### src/rtl/countdown_commander.sv
// Operator front end for the countdown controller: debounced push-buttons, clamped duration
// latch, start / end_timer handshakes with timeout, and run-outcome reporting.

module countdown_debouncer #(
   parameter int unsigned DEBOUNCE_CYCLES = 2_000_000
) (
   input  logic clk,
   input  logic rst_n,
   input  logic raw,
   output logic press
);

   localparam int unsigned CNT_W = (DEBOUNCE_CYCLES > 1) ? $clog2(DEBOUNCE_CYCLES) : 1;
   localparam logic [CNT_W-1:0] CNT_LAST = CNT_W'(DEBOUNCE_CYCLES - 1);

   logic             sync_q1;
   logic             sync_q2;
   logic             level;
   logic [CNT_W-1:0] stable_cnt;

   // NOTE: sequential state uses non-blocking assignments so every register samples
   // pre-edge values; blocking here would collapse the synchronizer into a single stage.
   always_ff @(posedge clk or negedge rst_n) begin
      if (!rst_n) begin
         sync_q1    <= 1'b0;
         sync_q2    <= 1'b0;
         level      <= 1'b0;
         stable_cnt <= '0;
         press      <= 1'b0;
      end else begin
         sync_q1 <= raw;
         sync_q2 <= sync_q1;
         press   <= 1'b0;
         if (sync_q2 == level) begin
            stable_cnt <= '0;
         end else if (stable_cnt == CNT_LAST) begin
            // Enough consecutive differing samples: accept the new level, pulse on rise only.
            level      <= sync_q2;
            stable_cnt <= '0;
            press      <= sync_q2;
         end else begin
            stable_cnt <= stable_cnt + 1'b1;
         end
      end
   end

endmodule

module countdown_commander #(
   parameter int unsigned DEBOUNCE_CYCLES = 2_000_000,
   parameter int unsigned SEC_COUNT       = 100_000_000,
   parameter int unsigned MAX_TIME        = 15,
   parameter int unsigned HS_TIMEOUT      = 15
) (
   input  logic       clk,
   input  logic       rst_n,
   input  logic       btn_start,
   input  logic       btn_stop,
   input  logic [7:0] sw_time,
   input  logic       counting,
   input  logic       done,
   output logic       start,
   output logic       end_timer,
   output logic [7:0] countdown_time,
   output logic [2:0] state_out,
   output logic       timeout_flag,
   output logic       stopped_flag,
   output logic       hs_error,
   output logic [7:0] elapsed_sec
);

   localparam int unsigned SEC_W = (SEC_COUNT > 1) ? $clog2(SEC_COUNT) : 1;
   localparam logic [SEC_W-1:0] SEC_LAST = SEC_W'(SEC_COUNT - 1);
   localparam int unsigned HS_W = (HS_TIMEOUT > 1) ? $clog2(HS_TIMEOUT) : 1;
   localparam logic [HS_W-1:0] HS_LAST = HS_W'(HS_TIMEOUT - 1);
   localparam logic [7:0] MAX_T = 8'(MAX_TIME);

   typedef enum logic [2:0] {
      S_IDLE     = 3'd0,
      S_LAUNCH   = 3'd1,
      S_RUNNING  = 3'd2,
      S_STOPPING = 3'd3,
      S_RESULT   = 3'd4
   } state_t;

   state_t           state;
   logic             start_press;
   logic             stop_press;
   logic [7:0]       clamped_time;
   logic [SEC_W-1:0] sec_cnt;
   logic [HS_W-1:0]  hs_cnt;

   countdown_debouncer #(.DEBOUNCE_CYCLES(DEBOUNCE_CYCLES)) u_start_db (
      .clk   (clk),
      .rst_n (rst_n),
      .raw   (btn_start),
      .press (start_press)
   );

   countdown_debouncer #(.DEBOUNCE_CYCLES(DEBOUNCE_CYCLES)) u_stop_db (
      .clk   (clk),
      .rst_n (rst_n),
      .raw   (btn_stop),
      .press (stop_press)
   );

   // NOTE: every always_comb output gets a default first, so no path leaves it unassigned
   // and no latch is inferred.
   always_comb begin
      clamped_time = sw_time;
      if (sw_time > MAX_T) clamped_time = MAX_T;
   end

   assign state_out = state;

   always_ff @(posedge clk or negedge rst_n) begin
      if (!rst_n) begin
         state          <= S_IDLE;
         start          <= 1'b0;
         end_timer      <= 1'b0;
         countdown_time <= '0;
         timeout_flag   <= 1'b0;
         stopped_flag   <= 1'b0;
         hs_error       <= 1'b0;
         elapsed_sec    <= '0;
         sec_cnt        <= '0;
         hs_cnt         <= '0;
      end else begin
         case (state)
            S_IDLE, S_RESULT: begin
               // Start outranks a simultaneous stop here; stop only matters from RESULT.
               if (start_press) begin
                  countdown_time <= clamped_time;
                  timeout_flag   <= 1'b0;
                  stopped_flag   <= 1'b0;
                  hs_error       <= 1'b0;
                  elapsed_sec    <= '0;
                  sec_cnt        <= '0;
                  hs_cnt         <= '0;
                  start          <= 1'b1;
                  state          <= S_LAUNCH;
               end else if (state == S_RESULT && stop_press) begin
                  timeout_flag <= 1'b0;
                  stopped_flag <= 1'b0;
                  hs_error     <= 1'b0;
                  state        <= S_IDLE;
               end
            end

            S_LAUNCH: begin
               if (counting) begin
                  start <= 1'b0;
                  state <= S_RUNNING;
               end else if (hs_cnt == HS_LAST) begin
                  start    <= 1'b0;
                  hs_error <= 1'b1;
                  state    <= S_IDLE;
               end else begin
                  hs_cnt <= hs_cnt + 1'b1;
               end
            end

            S_RUNNING: begin
               if (sec_cnt == SEC_LAST) begin
                  sec_cnt <= '0;
                  if (elapsed_sec != 8'hFF) elapsed_sec <= elapsed_sec + 1'b1;
               end else begin
                  sec_cnt <= sec_cnt + 1'b1;
               end

               if (done) begin
                  timeout_flag <= 1'b1;
                  state        <= S_RESULT;
               end else if (!counting) begin
                  // Controller dropped out without signalling expiry.
                  hs_error <= 1'b1;
                  state    <= S_RESULT;
               end else if (stop_press) begin
                  end_timer <= 1'b1;
                  hs_cnt    <= '0;
                  state     <= S_STOPPING;
               end
            end

            S_STOPPING: begin
               if (done) begin
                  // Natural expiry beat the stop request.
                  end_timer    <= 1'b0;
                  timeout_flag <= 1'b1;
                  state        <= S_RESULT;
               end else if (!counting) begin
                  end_timer    <= 1'b0;
                  stopped_flag <= 1'b1;
                  state        <= S_RESULT;
               end else if (hs_cnt == HS_LAST) begin
                  end_timer <= 1'b0;
                  hs_error  <= 1'b1;
                  state     <= S_RESULT;
               end else begin
                  hs_cnt <= hs_cnt + 1'b1;
               end
            end

            default: begin
               start     <= 1'b0;
               end_timer <= 1'b0;
               state     <= S_IDLE;
            end
         endcase
      end
   end

   a_req_exclusive : assert property (@(posedge clk) disable iff (!rst_n) !(start && end_timer));
   a_flag_exclusive : assert property (@(posedge clk) disable iff (!rst_n) !(timeout_flag && stopped_flag));

endmodule
### config.mk
export PLATFORM = sky130hd
export DESIGN_NAME = countdown_commander
export DESIGN_NICKNAME = d
export VERILOG_FILES = /design/src/rtl/countdown_commander.sv
export SDC_FILE = /design/constraint.sdc
export NUM_CORES = 1
export LEC_CHECK = 0
export CELL_PAD_IN_SITES_DETAIL_PLACEMENT = 0
export CELL_PAD_IN_SITES_GLOBAL_PLACEMENT = 1
export CORE_UTILIZATION = 40
export DETAILED_ROUTE_END_ITERATION = 6
export DONT_BUFFER_PORTS = 1
export GPL_TIMING_DRIVEN = 0
export PLACE_DENSITY = 0.71
export SETUP_SLACK_MARGIN = 0.1
export SYNTH_ARGS = -nofsm -noshare
export SYNTH_HDL_FRONTEND = slang
export SYNTH_SLANG_ARGS = --single-unit
### constraint.sdc
create_clock -name clk -period 2 [get_ports clk]
set_clock_uncertainty 0.05 [all_clocks]
set_input_delay 0.4 -clock clk [delete_from_list [all_inputs] [get_ports clk]]
set_output_delay 0.4 -clock clk [all_outputs]
set_load 0.01 [all_outputs]
==> out/metrics.csv, run 1 <==
stage,metric,value,unit
cells_and_area,Multi-input gate area,2800,um^2
sta,maximum clock rate,0.446,GHz
sta,Max Slew Vio Count,0,
critical_path,FF-to-FF path depth,7,
critical_path,reg-to-reg startpoint,state_out[2],
global_routing,number of global-route vias before repair,4235,
sta,Final Hold Vio Count,105,
sta,final period utilization,112,%
placed_design,dpl cells,706,
critical_path,"Req. time, crit path",2250,ps
critical_path,Worst path most repeated cell,buf_6,
critical_path,critical path buffer and inverter count,2,
yosys,post-synthesis cell type count,55,
clock_network,CTS Buf Count,9,
critical_path,reg2reg end,elapsed_sec[7],
yosys,Syn Nets,554,
global_routing,first-pass GRT wire length,20.8,mm
yosys,share of the synthesized area in the top cell type,50.6,%
clock_network,Bufs on Longest Clock Path,2,
yosys,Synth async-reset ratio,100,%
yosys,top-count cell post-synth,dfrtp_1,
critical_path,flop2flop setup slack,-240,ps
critical_path,Worst path top cell family by delay,simple AND/OR/NAND/NOR gates,
critical_path,Worst Path Max Fanout,4,
power_and_ir_drop,Worst IR Drop VDD,503,uV
clock_network,clk root buf,clkbuf_16,
floorplanning,initial core utilization,41.1,%
sta,setup TNS,-6120,ps
route,DRT Pass-1 Iters,4,
route,routed wire length per instance,16.6,um
yosys,mapped cell area,5190,um^2
critical_path,cells along the critical path,buf_6 > or3b_1 > buf_6 > or4_4 > a41oi_4 > and3_4 > a22o_1,
floorplanning,die height,116,um
placed_design,placed cell areas,5470,um^2
cells_and_area,filler instances,1157,
cells_and_area,post-route cell area,6610,um^2
power_and_ir_drop,PD cells,597,nW/um^2
global_routing,largest net degree at the start of global routing,106,
cells_and_area,register area,2630,um^2
route,Total Wirelength,12.8,mm
yosys,most area-hungry cell type in the Yosys netlist,dfrtp_1,
placed_design,Final HPWL DP,7.51,mm
job,total of max-cap violations,0,
placed_design,gpl congestion,0.826,
yosys,ranking of synthesized cells by area,"dfrtp_1 51%, xor2_1 4.2%, nor2_1 3.8%, nand2_1 3.8%, nand3_1 3.6%",
clock_network,CTS sink cnt,105,
yosys,Post-synth EDFFs,0,
yosys,Gate Count Post-Synth,534,
sta,# setup viols final,34,
yosys,"Seq/Total Area, Yosys",50.6,%
route,vias per inst,5.64,
critical_path,crit path DAT,2490,ps
global_routing,initial antenna violation count,0,
power_and_ir_drop,Pleak,2.75,nW
route,Final ANT Viol Nets,0,
clock_network,worst-skew pair later-pin latency,370,ps
cells_and_area,area grow syn2layout,27.2,%
route,drt drc,0,
yosys,Most used DFF post-synth,dfrtp_1,
critical_path,CP max stage cell,or4_4,
critical_path,launch point of the worst path,state_out[2],
critical_path,Crit Path Class,register to register,
global_routing,Total Routing Usage GR,19.9,%
critical_path,Crit. End Element,register,
clock_network,clock tree from TritonCTS,built,
sta,WHS,-323,ps
floorplanning,die extent in x,116,um
cells_and_area,Total Nets Final,613,
yosys,Post-synth top cells,"105 x dfrtp_1, 53 x nor2_1, 52 x nand2_1",
floorplanning,die area,13400,um^2
global_routing,total gr overflow,0,
cells_and_area,share of cells above drive strength 1,24.1,%
yosys,Yosys reg bits,105,
critical_path,Critical Path Start Type,register,
yosys,synth warn,0,
outcome,failing checks,"hold timing, setup timing",
floorplanning,core area,12600,um^2
sta,relative slew slack,40.3,%
placed_design,IO buf count,0,
sta,slew at the pin with the worst max-slew slack,890,ps
min_path,Hold Crit Class,input pin to asynchronous set/reset pin,
clock_network,Worst-path clk slew,70,ps
yosys,Post-Syn Area per Cell,9.72,um^2
clock_network,H-tree depth,3,
cells_and_area,# diodes,0,
sta,unrepaired setup endpoints after global routing,true,
sta,Tmin final,2240,ps
route,Starting DRT DRC Count,252,
outcome,status,"finished, violations left",
sta,worst setup margin,-242,ps
critical_path,"slowest stage delay, CP",490,ps
floorplanning,I/O pins,38,
floorplanning,# rows,41,
cells_and_area,Non-Filler Instances,769,
route,detailed-route via count,4337,
==> stage by stage <==
stage          power, mW  utilization [%]  setup slack, ps  hold slack [ps]
2_1_floorplan       2.22                -             -173             54.4
3_3_place_gp        2.23             43.4             -351             56.6
3_5_place_dp        2.23             43.4             -406             56.6
4_1_cts             3.98             49.9             -248             -331
5_1_grt             4.08             52.3             -314             -339
6_report            3.94             52.3             -242             -323
==> state kept, by name, summed over array words and instances (netlist names), 3 cells and up <==
register and count:
u_stop_db.stable_cnt 21, countdown_time 8, hs_cnt 4, sec_cnt 27
state_out 3, u_start_db.stable_cnt 21, elapsed_sec 8
==> worst max path at each step <==
stage / end / slack [ps] / cells after the start
2_1_floorplan: elapsed_sec[7] / -170 / 7
3_3_place_gp: sec_cnt[5] / -350 / 6
3_5_place_dp: sec_cnt[19] / -410 / 6
4_1_cts: elapsed_sec[7] / -250 / 7
5_1_grt: elapsed_sec[7] / -310 / 6
6_report: elapsed_sec[7] / -240 / 7
==> cell type report <==
| class | instances | share of cell area (%) |
|---|---|---|
| inverters | 14 | 0.796 |
| clock buffers | 10 | 3.62 |
| plain buffers | 18 | 2.48 |
| multi-input cells | 397 | 42.4 |
| flip-flops and latches | 105 | 39.9 |
| clock inverters | 5 | 0.701 |
| repair buffers | 48 | 6.84 |
| well taps | 172 | 3.26 |
==> where the power goes <==
group          internal (mW)  switching (mW)
clock network          0.896           0.833
logic                 0.0287          0.0314
registers               2.14          0.0161
==> cell families (layout without fill, tap and decap cells) <==
group	Yosys count	count (layout)	share of synthesized area, %
AOI/OAI and AO/OA	112	112	14.5
xor gates and xnor gates	37	37	6.24
adders and majority gates	6	6	1.45
buffers and inverters	32	95	2.46
DFF	105	105	50.6
muxes	7	7	1.40
and+or+nand+nor	235	235	23.4
==> metal layers <==
layer  global-route usage (%)  vias to the layer above  wire length, um
met3                     4.92                       16              511
met5                        0                        -                0
met1                     26.1                     2158             5760
met4                     5.98                        0              232
met2                     32.6                       91             6280
li1                         -                     2072                -
==> worst register-to-register path, delay by kind of cell (launching register included) <==
family	cells	cell delay [ps]
DFF	1	440
buffers and inverters	2	270
and+or+nand+nor	3	1060
AOI/OAI and AO/OA	2	370
==> placed cells by master (no fill, tap or decap), drive strengths merged, types with 4 or more instances in the layout <==
cell | synthesis | layout
and4 | 4 | 4
a21o | 6 | 6
and3 | 11 | 11
ha | 6 | 6
nor2b | 5 | 5
buf | 6 | 54
nor2 | 53 | 53
clkbuf | 12 | 21
a21oi | 23 | 23
a41oi | 6 | 6
xnor2 | 12 | 12
o21ai | 23 | 23
inv | 14 | 18
xor2 | 25 | 25
nand4 | 22 | 22
nand3 | 37 | 37
or4 | 4 | 4
mux2i | 5 | 5
o22a | 6 | 6
a31oi | 21 | 21
a22o | 5 | 5
or3 | 4 | 4
nor4 | 11 | 11
nor3b | 6 | 6
dfrtp | 105 | 105
nand2b | 7 | 7
nand2 | 52 | 52
nor3 | 8 | 8
==> what timing repair did <==
action,CTS,global route
cloned,4,0
pin swaps,30,19
endpoints found under the setup margin,72,77
gates resized for setup,75,32
buffers inserted,23,20
endpoints found under the hold margin,105,106
(Power assumes the default switching activity.)
==> inputs of run 2 (changes only) <==
--- a/config.mk
+++ b/config.mk
@@ -11,7 +11,8 @@
 export DETAILED_ROUTE_END_ITERATION = 6
 export DONT_BUFFER_PORTS = 1
 export GPL_TIMING_DRIVEN = 0
-export PLACE_DENSITY = 0.71
+export HOLD_SLACK_MARGIN = 0.02
+export PLACE_DENSITY_LB_ADDON = 0.1
 export SETUP_SLACK_MARGIN = 0.1
 export SYNTH_ARGS = -nofsm -noshare
 export SYNTH_HDL_FRONTEND = slang
==> run 2 against run 1 <==
  * Global-route usage about the same
  * Critical endpoint unchanged
  * Design area up 0.30%
  * Count of clock-buffer cells in the layout unchanged
  * Clock power increased by 5%
  * First-iteration DRC count up 11%
  * Wire length shrank 0.30%
  * Cell count down 0.39%
  * Die area did not move
  * Maximum frequency fell by 1.3%
  * The flow still finishes with violations (hold timing, setup timing)
  * Worst setup slack got worse by 28 ps
  * Largest power group unchanged
  * Combinational power grew 3.5%
==> out/metrics.csv, run 2 (synthesized netlist as in run 1, its figures left out) <==
stage,metric,value,unit,change
placed_design,Final HPWL DP,7.64,mm,was 7.51 mm
cells_and_area,Non-Filler Instances,766,,was 769
global_routing,initial antenna violation count,0,,unchanged
floorplanning,# rows,41,,unchanged
cells_and_area,final core occ,52.5,%,was 52.3%
route,detailed-route via count,4289,,was 4337
clock_network,clk root buf,clkbuf_16,,unchanged
critical_path,flop2flop setup slack,-270,ps,was -240 ps
floorplanning,I/O pins,38,,unchanged
outcome,status,"finished, violations left",,unchanged
critical_path,FF-to-FF path depth,6,,was 7
critical_path,reg-to-reg startpoint,state_out[0],,was state_out[2]
global_routing,Total Routing Usage GR,19.9,%,about the same
sta,setup TNS,-4180,ps,was -6120 ps
clock_network,worst-skew pair later-pin latency,360,ps,was 370 ps
placed_design,gpl congestion,0.756,,was 0.826
clock_network,H-tree depth,3,,unchanged
floorplanning,die height,116,um,unchanged
job,total of max-cap violations,0,,unchanged
cells_and_area,# diodes,0,,unchanged
floorplanning,die area,13400,um^2,unchanged
route,Final ANT Viol Nets,0,,unchanged
sta,worst setup margin,-270,ps,was -242 ps
route,drt drc,0,,unchanged
power_and_ir_drop,PD cells,609,nW/um^2,was 597 nW/um^2
placed_design,IO buf count,0,,unchanged
power_and_ir_drop,Pleak,2.74,nW,was 2.75 nW
clock_network,Worst-path clk slew,80,ps,was 70 ps
clock_network,clock tree from TritonCTS,built,,unchanged
cells_and_area,largest register by flop count,sec_cnt,,unchanged
global_routing,largest net degree at the start of global routing,106,,unchanged
cells_and_area,most frequent cells in the layout,"99 x dfrtp_1, 52 x nor2_1, 47 x nand2_1, 35 x buf_4, 31 x nand3_1",,"was 100 x dfrtp_1, 52 x nor2_1, 43 x nand2_1, 38 x buf_4, 34 x nand3_1"
power_and_ir_drop,Worst IR Drop VDD,437,uV,was 503 uV
sta,Tmin final,2270,ps,was 2240 ps
placed_design,DP Worst Slack,-358,ps,was -406 ps
floorplanning,die extent in x,116,um,unchanged
sta,final period utilization,114,%,was 112%
cells_and_area,area grow syn2layout,27.6,%,was 27.2%
critical_path,Crit. End Element,register,,unchanged
cells_and_area,Largest regs,"sec_cnt x27, u_start_db.stable_cnt x21, u_stop_db.stable_cnt x21",,unchanged
route,vias per inst,5.60,,was 5.64
sta,Max Slew Vio Count,0,,unchanged
route,routed wire length per instance,16.6,um,about the same
cells_and_area,"commonest non-fill, non-tap cell in the layout",dfrtp_1,,unchanged
critical_path,reg2reg end,elapsed_sec[7],,unchanged
critical_path,crit path DAT,2510,ps,was 2490 ps
sta,WHS,-315,ps,was -323 ps
clock_network,CTS Hold Bufs,2,,
sta,relative slew slack,43.7,%,was 40.3%
critical_path,Critical path destination,elapsed_sec[7],,unchanged
critical_path,launch point of the worst path,state_out[0],,was state_out[2]
sta,unrepaired setup endpoints after global routing,true,,unchanged
clock_network,CTS sink cnt,105,,unchanged
floorplanning,core area,12600,um^2,unchanged
cells_and_area,Total Nets Final,609,,was 613
outcome,failing checks,"hold timing, setup timing",,unchanged
clock_network,CTS Buf Count,9,,unchanged
critical_path,Critical Path Start Type,register,,unchanged
route,DRT Pass-1 Iters,6,,was 4
clock_network,Bufs on Longest Clock Path,2,,unchanged
placed_design,dpl cells,706,,unchanged
sta,maximum clock rate,0.441,GHz,was 0.446 GHz
min_path,Hold Crit Class,input pin to asynchronous set/reset pin,,unchanged
global_routing,first-pass GRT wire length,20.6,mm,was 20.8 mm
sta,# setup viols final,34,,unchanged
route,Starting DRT DRC Count,280,,was 252
sta,slew at the pin with the worst max-slew slack,838,ps,was 890 ps
route,Total Wirelength,12.7,mm,was 12.8 mm
floorplanning,initial core utilization,41.1,%,unchanged
global_routing,number of global-route vias before repair,4093,,was 4235
cells_and_area,max FFs per register,27,,unchanged
cells_and_area,share of cells above drive strength 1,24.1,%,about the same
critical_path,"Req. time, crit path",2240,ps,was 2250 ps
critical_path,Crit Path Class,register to register,,unchanged
cells_and_area,post-route cell area,6630,um^2,was 6610 um^2
sta,Final Hold Vio Count,105,,unchanged
critical_path,Worst Path Max Fanout,6,,was 4
placed_design,placed cell areas,5470,um^2,unchanged
global_routing,total gr overflow,0,,unchanged
run 2: critical path, cell delays in order, from the launching register on:
cell,delay (ps)
dfrtp_1,500
or3b_1,420
buf_6,130
or4_4,500
a41oi_4,260
and3_4,230
a22o_1,130
run 2: layout make-up:
type                            count  area, um^2
Timing Repair Buffer               44         419
Sequential cell                   105        2640
Multi-Input combinational cell    397        2810
Clock inverter                      6        65.1
Clock buffer                       10         239
Buffer                             18         188
Tap cell                          172         215
Inverter                           14        56.3
Fill cell                        1162        5990
run 2: power by group:
| part | leakage, nW | internal, mW | switching (mW) |
|---|---|---|---|
| Clock | 0.151 | 0.923 | 0.901 |
| Combinational | 1.16 | 0.0308 | 0.0314 |
| Sequential | 1.43 | 2.14 | 0.0170 |
| Total | 2.74 | 3.09 | 0.949 |
run 2: metal layers:
metal	track usage, %	wire (um)
met1	26.1	5910
met5	0	0
met3	5.28	466
met2	32.3	6220
met4	5.90	147
run 2: worst min path at each step:
stage	startpoint	slack, ps	cells past startpoint	endpoint
finish	rst_n	-310	0	elapsed_sec[2]
global route	rst_n	-350	0	state_out[2]
CTS	rst_n	-340	0	state_out[2]
detailed placement	rst_n	60	0	elapsed_sec[0]
global placement	rst_n	60	0	elapsed_sec[1]
floorplan	rst_n	50	0	countdown_time[0]
run 2: stage by stage:
| step | hold WS [ps] | total power [mW] |
|---|---|---|
| CTS | -339 | 4.08 |
| detailed placement | 56.6 | 2.23 |
| global route | -349 | 4.20 |
| global placement | 56.8 | 2.23 |
| finish | -315 | 4.04 |
| floorplan | 54.4 | 2.22 |
run 2: timing repair:
action,in CTS,in global routing
setup buffers,25,15
cloned,4,0
endpoints found under the setup margin,76,61
hold endpoints to repair,107,105
pin swaps,27,24
resized for setup,61,58
==> inputs of run 3 (changes only) <==
--- a/config.mk
+++ b/config.mk
@@ -7,6 +7,7 @@
 export LEC_CHECK = 0
 export CELL_PAD_IN_SITES_DETAIL_PLACEMENT = 0
 export CELL_PAD_IN_SITES_GLOBAL_PLACEMENT = 1
+export CORE_MARGIN = 4
 export CORE_UTILIZATION = 40
 export DETAILED_ROUTE_END_ITERATION = 6
 export DONT_BUFFER_PORTS = 1
==> run 3 against run 2 <==
  * The run still ends with hold timing, setup timing left
  * Largest power group unchanged
  * Sequential power barely moved
  * Non-clock buffer count rose by 7
  * Clock power fell by 7%
  * Sequential cell count did not move
==> out/metrics.csv, run 3 (synthesized netlist as in run 1, its figures left out) <==
stage,metric,value,unit,change
power_and_ir_drop,Worst IR Drop VDD,440,uV,was 437 uV
critical_path,CP max stage cell,or4_4,,was dfrtp_1
floorplanning,I/O pins,38,,unchanged
cells_and_area,largest register by flop count,sec_cnt,,unchanged
cells_and_area,Multi-input gate area,2770,um^2,was 2810 um^2
outcome,failing checks,"hold timing, setup timing",,unchanged
floorplanning,die height,122,um,was 116 um
critical_path,Critical Path Start Type,register,,unchanged
floorplanning,die area,14900,um^2,was 13400 um^2
placed_design,dpl cells,706,,unchanged
cells_and_area,Total Nets Final,616,,was 609
critical_path,Worst Path Max Fanout,4,,was 6
cells_and_area,Largest regs,"sec_cnt x27, u_start_db.stable_cnt x21, u_stop_db.stable_cnt x21",,unchanged
critical_path,launch point of the worst path,state_out[2],,was state_out[0]
floorplanning,die extent in x,122,um,was 116 um
cells_and_area,"commonest non-fill, non-tap cell in the layout",dfrtp_1,,unchanged
clock_network,Bufs on Longest Clock Path,2,,unchanged
global_routing,number of global-route vias before repair,4115,,was 4093
cells_and_area,register area,2630,um^2,was 2640 um^2
global_routing,first-pass GRT wire length,20.7,mm,was 20.6 mm
global_routing,initial antenna violation count,0,,unchanged
critical_path,FF-to-FF path depth,7,,was 6
route,routed wire length per instance,16.2,um,was 16.6 um
power_and_ir_drop,Pwr Total,3.91,mW,was 4.04 mW
critical_path,Worst path most repeated cell,buf_6,,
outcome,status,"finished, violations left",,unchanged
critical_path,Crit. End Element,register,,unchanged
route,detailed-route via count,4298,,was 4289
route,Final ANT Viol Nets,0,,unchanged
critical_path,cells along the critical path,buf_6 > or3b_1 > buf_6 > or4_4 > a41oi_4 > and3_4 > a22o_1,,was or3b_1 > buf_6 > or4_4 > a41oi_4 > and3_4 > a22o_1
min_path,Hold Crit Class,input pin to asynchronous set/reset pin,,unchanged
route,drt drc,0,,unchanged
route,Starting DRT DRC Count,238,,was 280
floorplanning,# rows,41,,unchanged
placed_design,gpl congestion,0.779,,was 0.756
cells_and_area,final core occ,51.9,%,was 52.5%
route,vias per inst,5.56,,was 5.60
cells_and_area,max FFs per register,27,,unchanged
sta,# setup viols final,33,,was 34
sta,worst setup margin,-251,ps,was -270 ps
cells_and_area,most frequent cells in the layout,"102 x dfrtp_1, 52 x nor2_1, 45 x nand2_1, 43 x buf_4, 34 x nand3_1",,"was 99 x dfrtp_1, 52 x nor2_1, 47 x nand2_1, 35 x buf_4, 31 x nand3_1"
job,total of max-cap violations,0,,unchanged
critical_path,"slowest stage delay, CP",490,ps,was 500 ps
clock_network,CTS Hold Bufs,2,,unchanged
floorplanning,initial core utilization,41.0,%,was 41.1%
cells_and_area,# diodes,0,,unchanged
placed_design,Final HPWL DP,7.71,mm,was 7.64 mm
clock_network,clk root buf,clkbuf_16,,unchanged
sta,unrepaired setup endpoints after global routing,true,,unchanged
cells_and_area,Non-Filler Instances,773,,was 766
sta,maximum clock rate,0.444,GHz,was 0.441 GHz
sta,Tmin final,2250,ps,was 2270 ps
clock_network,CTS Buf Count,9,,unchanged
clock_network,CTS sink cnt,105,,unchanged
cells_and_area,share of cells above drive strength 1,24.3,%,was 24.1%
cells_and_area,post-route cell area,6580,um^2,was 6630 um^2
clock_network,Worst-path clk slew,70,ps,was 80 ps
clock_network,clock tree from TritonCTS,built,,unchanged
route,DRT Pass-1 Iters,5,,was 6
global_routing,total gr overflow,0,,unchanged
clock_network,H-tree depth,3,,unchanged
critical_path,reg-to-reg startpoint,state_out[2],,was state_out[0]
sta,relative slew slack,51.7,%,was 43.7%
placed_design,IO buf count,0,,unchanged
cells_and_area,area grow syn2layout,26.7,%,was 27.6%
sta,WHS,-314,ps,was -315 ps
sta,slew at the pin with the worst max-slew slack,723,ps,was 838 ps
critical_path,reg2reg end,elapsed_sec[7],,unchanged
placed_design,placed cell areas,5470,um^2,unchanged
sta,Max Slew Vio Count,0,,unchanged
critical_path,Crit Path Class,register to register,,unchanged
route,Total Wirelength,12.6,mm,was 12.7 mm
cells_and_area,filler instances,1141,,was 1162
global_routing,Total Routing Usage GR,17.4,%,was 19.9%
sta,final period utilization,113,%,was 114%
sta,Final Hold Vio Count,105,,unchanged
global_routing,largest net degree at the start of global routing,106,,unchanged
critical_path,"Req. time, crit path",2240,ps,about the same
critical_path,crit path DAT,2490,ps,was 2510 ps
critical_path,flop2flop setup slack,-250,ps,was -270 ps
power_and_ir_drop,Pleak,2.74,nW,about the same
power_and_ir_drop,PD cells,595,nW/um^2,was 609 nW/um^2
clock_network,worst-skew pair later-pin latency,360,ps,about the same
floorplanning,core area,12700,um^2,was 12600 um^2
## run 3: area by class of cell
type / instances / area share (%)
plain buffers: 18 / 2.49
multi-input cells: 397 / 42.1
clock buffers: 10 / 3.63
flip-flops and latches: 105 / 40.0
well taps: 172 / 3.27
inverters: 14 / 0.799
repair buffers: 51 / 7.04
clock inverters: 6 / 0.628
## run 3: layer usage
layer  vias up  GRT usage (%)  routed length, um
met5         -              0                  0
met4         0           6.51                216
met3        16           3.16                446
met2        71           27.4               5960
met1      2133           24.1               5930
li1       2078              -                  -
## run 3: worst max-delay path: cells and delay by family (launching register included)
family                 cells  cell delay, ps
AND/OR/NAND/NOR            3            1070
AO/OA/AOI/OAI              2             360
flip-flops                 1             430
buffers and inverters      2             280
## run 3: per-stage QoR
step | TNS [ps] | setup WS [ps]
global route | -6820 | -323
detailed placement | -16650 | -378
floorplan | -585 | -173
finish | -4610 | -251
global placement | -16200 | -379
CTS | -5580 | -275
## run 3: worst max-delay path by stage
stage,cells after the start,to,slack [ps]
6_report,7,elapsed_sec[7],-250
4_1_cts,7,elapsed_sec[7],-270
5_1_grt,7,elapsed_sec[7],-320
3_3_place_gp,6,sec_cnt[5],-380
3_5_place_dp,7,sec_cnt[5],-380
2_1_floorplan,7,elapsed_sec[7],-170
## run 3: power breakdown
part           total, mW  internal, mW  leakage (nW)  switching, mW
registers           2.15          2.14          1.43         0.0159
logic             0.0653        0.0339          1.18         0.0315
clock network       1.70         0.879         0.131          0.817
total               3.91          3.05          2.74          0.865
## run 3: repair_timing
item,4_1_cts,5_1_grt
endpoints found under the setup margin,72,80
resized for setup,63,43
cloned,4,0
buffers inserted,24,23
pin swaps,26,23
hold endpoints to repair,107,105
